$ cat config.mk
export PLATFORM = sky130hd
export DESIGN_NAME = uart_program_loader
export DESIGN_NICKNAME = d
export VERILOG_FILES = /design/src/rtl/uart_program_loader_pkg.sv /design/src/rtl/uart_rx.sv /design/src/rtl/uart_program_loader.sv
export SDC_FILE = /design/constraint.sdc
export NUM_CORES = 1
export LEC_CHECK = 0
export CAP_MARGIN = 0
export CORE_AREA = 2 2 160 115
export CTS_BUF_LIST = sky130_fd_sc_hd__clkbuf_8
export DETAILED_ROUTE_END_ITERATION = 10
export DIE_AREA = 0 0 162 117
export PLACE_DENSITY = 0.78
export REMOVE_ABC_BUFFERS = 1
export SYNTH_ARGS = -nofsm -noshare
export SYNTH_HDL_FRONTEND = slang
export SYNTH_SLANG_ARGS = --single-unit
$ cat constraint.sdc
create_clock -name clk -period 7.25 [get_ports clk]
set_clock_uncertainty 0.15 [all_clocks]
set_input_delay 1.45 -clock clk [delete_from_list [all_inputs] [get_ports clk]]
set_output_delay 1.45 -clock clk [all_outputs]
set_load 0.02 [all_outputs]
$ cat src/rtl/uart_program_loader_pkg.sv
// Shared types and constants for the UART program loader and its receiver.
package uart_program_loader_pkg;

   typedef enum logic [2:0] {
      L_IDLE,
      L_COUNT,
      L_DATA,
      L_WRITE,
      L_DONE
   } loader_state_t;

   typedef enum logic [1:0] {
      RX_IDLE,
      RX_START,
      RX_DATA,
      RX_STOP
   } uart_rx_state_t;

   // Word-count header length in bytes
   localparam int unsigned LOADER_HDR_BYTES = 4;

   // Little-endian byte insertion: idx 0 lands in bits [7:0]
   function automatic logic [31:0] insert_byte(input logic [31:0] word,
                                               input logic [1:0]  idx,
                                               input logic [7:0]  b);
      logic [31:0] res;
      res = word;
      res[{idx, 3'b000} +: 8] = b;
      return res;
   endfunction

endpackage

$ cat src/rtl/uart_rx.sv
// 8N1 UART receiver, LSB first. Expects an already-synchronised line.
// Pulses byte_valid with data on a good stop bit, frame_err on a bad one.
module uart_rx
   import uart_program_loader_pkg::*;
#(
   parameter int unsigned CLKS_PER_BIT = 868
) (
   input  logic       clk,
   input  logic       rst,
   input  logic       rx_sync,
   output logic [7:0] data,
   output logic       byte_valid,
   output logic       frame_err
);

   localparam int unsigned CW = (CLKS_PER_BIT > 2) ? $clog2(CLKS_PER_BIT) : 1;
   localparam logic [CW-1:0] BIT_LAST  = CW'(CLKS_PER_BIT - 1);
   localparam logic [CW-1:0] HALF_LAST = CW'((CLKS_PER_BIT / 2 > 0) ? CLKS_PER_BIT / 2 - 1 : 0);

   uart_rx_state_t state;
   logic [CW-1:0]  clk_cnt;
   logic [2:0]     bit_idx;
   logic [7:0]     shift;
   logic           rx_prev;

   // Receive FSM: start-bit qualification at mid-bit, then one sample per bit period
   always_ff @(posedge clk) begin
      if (rst) begin
         state      <= RX_IDLE;
         clk_cnt    <= '0;
         bit_idx    <= '0;
         shift      <= '0;
         data       <= '0;
         byte_valid <= 1'b0;
         frame_err  <= 1'b0;
         rx_prev    <= 1'b1;
      end else begin
         rx_prev    <= rx_sync;
         byte_valid <= 1'b0;
         frame_err  <= 1'b0;
         case (state)
            RX_IDLE: begin
               clk_cnt <= '0;
               bit_idx <= '0;
               if (rx_prev && !rx_sync) begin
                  state <= RX_START;
               end
            end
            RX_START: begin
               if (clk_cnt == HALF_LAST) begin
                  clk_cnt <= '0;
                  // Line back high at mid start bit: treat as a glitch
                  state   <= rx_sync ? RX_IDLE : RX_DATA;
               end else begin
                  clk_cnt <= clk_cnt + CW'(1);
               end
            end
            RX_DATA: begin
               if (clk_cnt == BIT_LAST) begin
                  clk_cnt <= '0;
                  shift   <= {rx_sync, shift[7:1]};
                  bit_idx <= bit_idx + 3'd1;
                  if (bit_idx == 3'd7) begin
                     state <= RX_STOP;
                  end
               end else begin
                  clk_cnt <= clk_cnt + CW'(1);
               end
            end
            RX_STOP: begin
               if (clk_cnt == BIT_LAST) begin
                  clk_cnt <= '0;
                  state   <= RX_IDLE;
                  if (rx_sync) begin
                     byte_valid <= 1'b1;
                     data       <= shift;
                  end else begin
                     frame_err  <= 1'b1;
                  end
               end else begin
                  clk_cnt <= clk_cnt + CW'(1);
               end
            end
            default: state <= RX_IDLE;
         endcase
      end
   end

endmodule

$ cat src/rtl/uart_program_loader.sv
// Receives a length-prefixed program over UART and writes it into instruction
// memory from word 0, holding the core in reset until the load completes.
module uart_program_loader
   import uart_program_loader_pkg::*;
#(
   parameter int unsigned CLK_FREQ_HZ = 100_000_000,
   parameter int unsigned BAUD_RATE   = 115200,
   parameter int unsigned MAX_WORDS   = 1024
) (
   input  logic        clk,
   input  logic        rst,
   input  logic        rx_serial,
   output logic        instr_wr_en,
   output logic [31:0] instr_wr_addr,
   output logic [31:0] instr_wr_data,
   output logic        cpu_hold,
   output logic        load_done,
   output logic        load_error
);

   localparam int unsigned CLKS_PER_BIT = CLK_FREQ_HZ / BAUD_RATE;
   localparam logic [1:0]  HDR_LAST     = 2'(LOADER_HDR_BYTES - 1);

   logic          rx_meta;
   logic          rx_sync;
   logic [7:0]    rx_data;
   logic          byte_valid;
   logic          frame_err;

   loader_state_t state;
   logic [1:0]    byte_cnt;
   logic [31:0]   word_count;
   logic [31:0]   word_index;
   logic [31:0]   word_buf;
   logic [31:0]   count_next;
   logic [31:0]   word_next;
   logic [31:0]   index_next;

   // Two-flop synchroniser; idle-high reset avoids a false start bit
   always_ff @(posedge clk) begin
      if (rst) begin
         rx_meta <= 1'b1;
         rx_sync <= 1'b1;
      end else begin
         rx_meta <= rx_serial;
         rx_sync <= rx_meta;
      end
   end

   uart_rx #(
      .CLKS_PER_BIT (CLKS_PER_BIT)
   ) u_rx (
      .clk        (clk),
      .rst        (rst),
      .rx_sync    (rx_sync),
      .data       (rx_data),
      .byte_valid (byte_valid),
      .frame_err  (frame_err)
   );

   // Header/word assembly with the incoming byte merged in
   always_comb begin
      count_next = insert_byte(word_count, byte_cnt, rx_data);
      word_next  = insert_byte(word_buf, byte_cnt, rx_data);
      index_next = word_index + 32'd1;
   end

   // Loader FSM with registered outputs
   always_ff @(posedge clk) begin
      if (rst) begin
         state         <= L_IDLE;
         byte_cnt      <= '0;
         word_count    <= '0;
         word_index    <= '0;
         word_buf      <= '0;
         instr_wr_en   <= 1'b0;
         instr_wr_addr <= '0;
         instr_wr_data <= '0;
         cpu_hold      <= 1'b0;
         load_done     <= 1'b0;
         load_error    <= 1'b0;
      end else begin
         instr_wr_en <= 1'b0;
         load_done   <= 1'b0;
         if (frame_err && state != L_IDLE) begin
            // Abort keeps cpu_hold set so a partial program never runs
            load_error <= 1'b1;
            state      <= L_IDLE;
         end else begin
            case (state)
               L_IDLE: begin
                  if (frame_err) begin
                     load_error <= 1'b1;
                  end else if (byte_valid) begin
                     cpu_hold   <= 1'b1;
                     load_error <= 1'b0;
                     word_count <= {24'h0, rx_data};
                     byte_cnt   <= 2'd1;
                     state      <= L_COUNT;
                  end
               end
               L_COUNT: begin
                  if (byte_valid) begin
                     word_count <= count_next;
                     byte_cnt   <= byte_cnt + 2'd1;
                     if (byte_cnt == HDR_LAST) begin
                        word_index <= '0;
                        byte_cnt   <= '0;
                        if (count_next == 32'd0) begin
                           state <= L_DONE;
                        end else if (count_next > 32'(MAX_WORDS)) begin
                           load_error <= 1'b1;
                           state      <= L_IDLE;
                        end else begin
                           state <= L_DATA;
                        end
                     end
                  end
               end
               L_DATA: begin
                  if (byte_valid) begin
                     word_buf <= word_next;
                     byte_cnt <= byte_cnt + 2'd1;
                     if (byte_cnt == 2'd3) begin
                        state <= L_WRITE;
                     end
                  end
               end
               L_WRITE: begin
                  instr_wr_en   <= 1'b1;
                  instr_wr_addr <= {word_index[29:0], 2'b00};
                  instr_wr_data <= word_buf;
                  word_index    <= index_next;
                  byte_cnt      <= '0;
                  state         <= (index_next == word_count) ? L_DONE : L_DATA;
               end
               L_DONE: begin
                  load_done <= 1'b1;
                  cpu_hold  <= 1'b0;
                  state     <= L_IDLE;
               end
               default: state <= L_IDLE;
            endcase
         end
      end
   end

endmodule
==> impl_metrics.yaml <==
outcome:
  status: "finished clean"
timing:
  hold_violations: 0
  worst_pin_slew_ns: 1.18
  rsz0062_at_grt: "no"
  finalSetupViolations: 0
  slew_headroom: 0.214
  finalMaxSlewViolations: 0
  fmax_mhz: 275
  fin_crit_ns: 3.64
  holdWs_ns: 0.257
  min_period_over_period: 0.502
  fin_tns_setup_ns: 0
grt:
  grt_pass1_wl_mm: 37.7
  grt_util_met1: 0.361
  use_met3: 0.0398
  top_usage_layer: "met1"
  grt_max_degree: 104
  grt_use_total: 0.239
  grt_overflow: 0
  antenna_found_initial: 0
  grt_util_met2: 0.359
  grt_pass1_vias: 7376
layout:
  fin_cells: 1480
  syn_to_final_growth_pct: 13.2
  layout-drive-gt1-share: 0.0643
  finalCoreUtilization: 0.610
  nets: 1238
  fillCellCount: 1607
  diodes: 0
clocking:
  clk_latency_ns: 0.60
  clk_path_buf_depth: 3
  cts_tree: "done"
  clock-sinks: 203
  cts_resized: 0
  numCtsBuffers: 31
  cts-root-buf: "clkbuf_8"
  cts_setup_buffers: 0
  htree_levels: 1
  path_clk_slew_ns: 0.06
  hold_buffers: 0
critical_path:
  critical_path_required_ns: 7.51
  max_stage_delay_ns: 0.85
  worst_r2r_startpoint: "state[0]$_SDFFE_PP0P_"
  critPathLaunchType: "register"
  reg2reg_depth: 8
  worstSetupPathType: "reg2reg"
  worst-path-max-fanout: 16
  critPathArrivalTime_ns: 3.91
  end_kind: "register"
  reg2reg_slack_ns: 3.61
  r2r_end: "word_index[13]$_SDFFE_PP0P_"
  crit_chain: "inv_1 -> nor3_1 -> nand2_1 -> a21oi_1 -> buf_4 -> o21ai_0 -> a22oi_1 -> nor2_1"
  slowest_stage: "nor3_1"
pwr:
  power_density_mw_per_mm2: 195
  p_leak_nw: 3.68
  power_w: 0.00209
  p_comb_frac: 0.010
  p_sw_w: 0.000471
  peakVddDrop_uv: 174
  p_int_w: 0.00162
  p_seq_frac: 0.534
  swShare: 0.225
  power_frac_clock: 0.456
detailed_routing:
  ant_nets: 0
  avgRoutedWirePerCell_um: 15.7
  firstDrtPassIters: 5
  viasPerCell: 5.75
  num_vias: 8504
  drt-initial-drc-count: 765
  routed_wl_mm: 23.2
  drc: 0
yosys:
  syn_area_mm2: 0.00946
  synth-edff-count: 0
  async_flop_share: 0
  ys_ff_latch: 203
  yosys_most_used_dff: "dfxtp_1"
  yosys.cell_types.count: 68
  ys_seq_area_frac: 0.429
  netlist_instances: 1218
  yosysWarnings: 0
  syn_area_per_cell_um2: 7.77
placement:
  dp_cells: 1427
  hpwlAfterDp_mm: 15.2
  gp_congestion: 0.938
  port_buffers: 68
die:
  die_h_um: 117
  core_mm2: 0.0175
  die_area_mm2: 0.0190
  pin_count: 71
  initial_core_util: 0.539
  rows: 41
  chipWidth_um: 162
flow_run:
  cap_violations: 0
min_path:
  hold_depth: 1
  min_to: "rx_sync$_SDFF_PP1_"
  hold_start: "rx_meta$_SDFF_PP1_"
  hp-class: "reg2reg"
[stage by stage]
stage | cell area [um2] | worst slack [ns]
6_report | 10700 | 3.61
2_1_floorplan | 9050 | 2.83
5_1_grt | 10700 | 3.24
3_5_place_dp | 10100 | 3.73
4_1_cts | 10700 | 3.72
3_3_place_gp | 10100 | 3.75
[power groups by stage]
stage	combinational [W]	clock, W	sequential [W]
finish	0.0000209	0.000953	0.00112
floorplan	0.00000353	0	0.00114
global placement	0.0000208	0	0.00114
global route	0.0000229	0.00102	0.00112
detailed placement	0.0000210	0	0.00114
CTS	0.0000210	0.000968	0.00112
[state kept, by name, summed over array words and instances (netlist names), 2 cells and up, named ones only]
signal,flops
instr_wr_addr,30
u_rx.bit_idx,3
word_count,32
u_rx.data,8
state,3
instr_wr_data,32
byte_cnt,2
word_index,32
u_rx.clk_cnt,10
word_buf,32
u_rx.shift,8
[layer usage]
layer	up-vias	routed length (um)
li1	4227	-
met1	3918	11300
met2	319	9710
met3	40	1750
met4	0	399
met5	-	0
[worst max-delay path, delay by kind of cell, from the launching register on]
kind | cells | cell delay [ns]
buffers and inverters | 2 | 0.50
AND/OR/NAND/NOR | 3 | 1.24
flip-flops | 1 | 0.68
AO/OA/AOI/OAI | 3 | 0.90
[placed cells by master, fill, tap and decap left out, drive strengths merged, types with 29 or more instances in the layout]
master,instances
xnor2,37
a22oi,29
nand2,202
nor2,135
o21ai,40
dfxtp,203
clkdlybuf4s50,67
nor3,30
a21oi,169
nand3,51
clkbuf,37
[cell type report]
class / count / area [um2] / area share
Clock buffer: 37 / 509 / 0.0475
Clock inverter: 16 / 110 / 0.0103
Inverter: 14 / 52.6 / 0.00491
Multi-Input combinational cell: 900 / 4950 / 0.462
Sequential cell: 203 / 4060 / 0.379
Tap cell: 236 / 295 / 0.0276
Timing Repair Buffer: 74 / 727 / 0.0679
[cell usage after synthesis (all sizes together), types with 14 or more instances]
cell type,n,area [um2]
nor3,30,166
xor2,18,158
xnor2,37,324
a21oi,169,846
nor4,17,121
dfxtp,203,4060
a22oi,29,218
nand4,17,113
mux2i,21,210
clkbuf,83,312
nand3,51,268
o21ai,40,200
buf,19,100
inv,14,52.6
nor2,135,507
nand2,202,758
[cells by family after synthesis]
kind of cell,Yosys count,share of synthesized area
mux,23,0.0246
xor+xnor,55,0.0509
buf+inv,116,0.0491
simple gates,529,0.264
compound gates,280,0.168
other cells,1,0.000396
flops,203,0.429
fa+ha+maj,11,0.0145
[worst max path at each step]
stage	from	endpoint	slack, ns
final	state[0]$_SDFFE_PP0P_	word_index[13]$_SDFFE_PP0P_	3.61
after global routing	state[0]$_SDFFE_PP0P_	word_index[13]$_SDFFE_PP0P_	3.24
after CTS	state[0]$_SDFFE_PP0P_	word_index[13]$_SDFFE_PP0P_	3.72
after detailed placement	word_index[0]$_SDFFE_PP0P_	state[2]$_SDFFE_PP0P_	3.73
after global placement	word_index[0]$_SDFFE_PP0P_	state[2]$_SDFFE_PP0P_	3.75
after floorplan	state[1]$_SDFFE_PP0P_	word_index[13]$_SDFFE_PP0P_	2.83
Power figures use the tool's default switching activity.
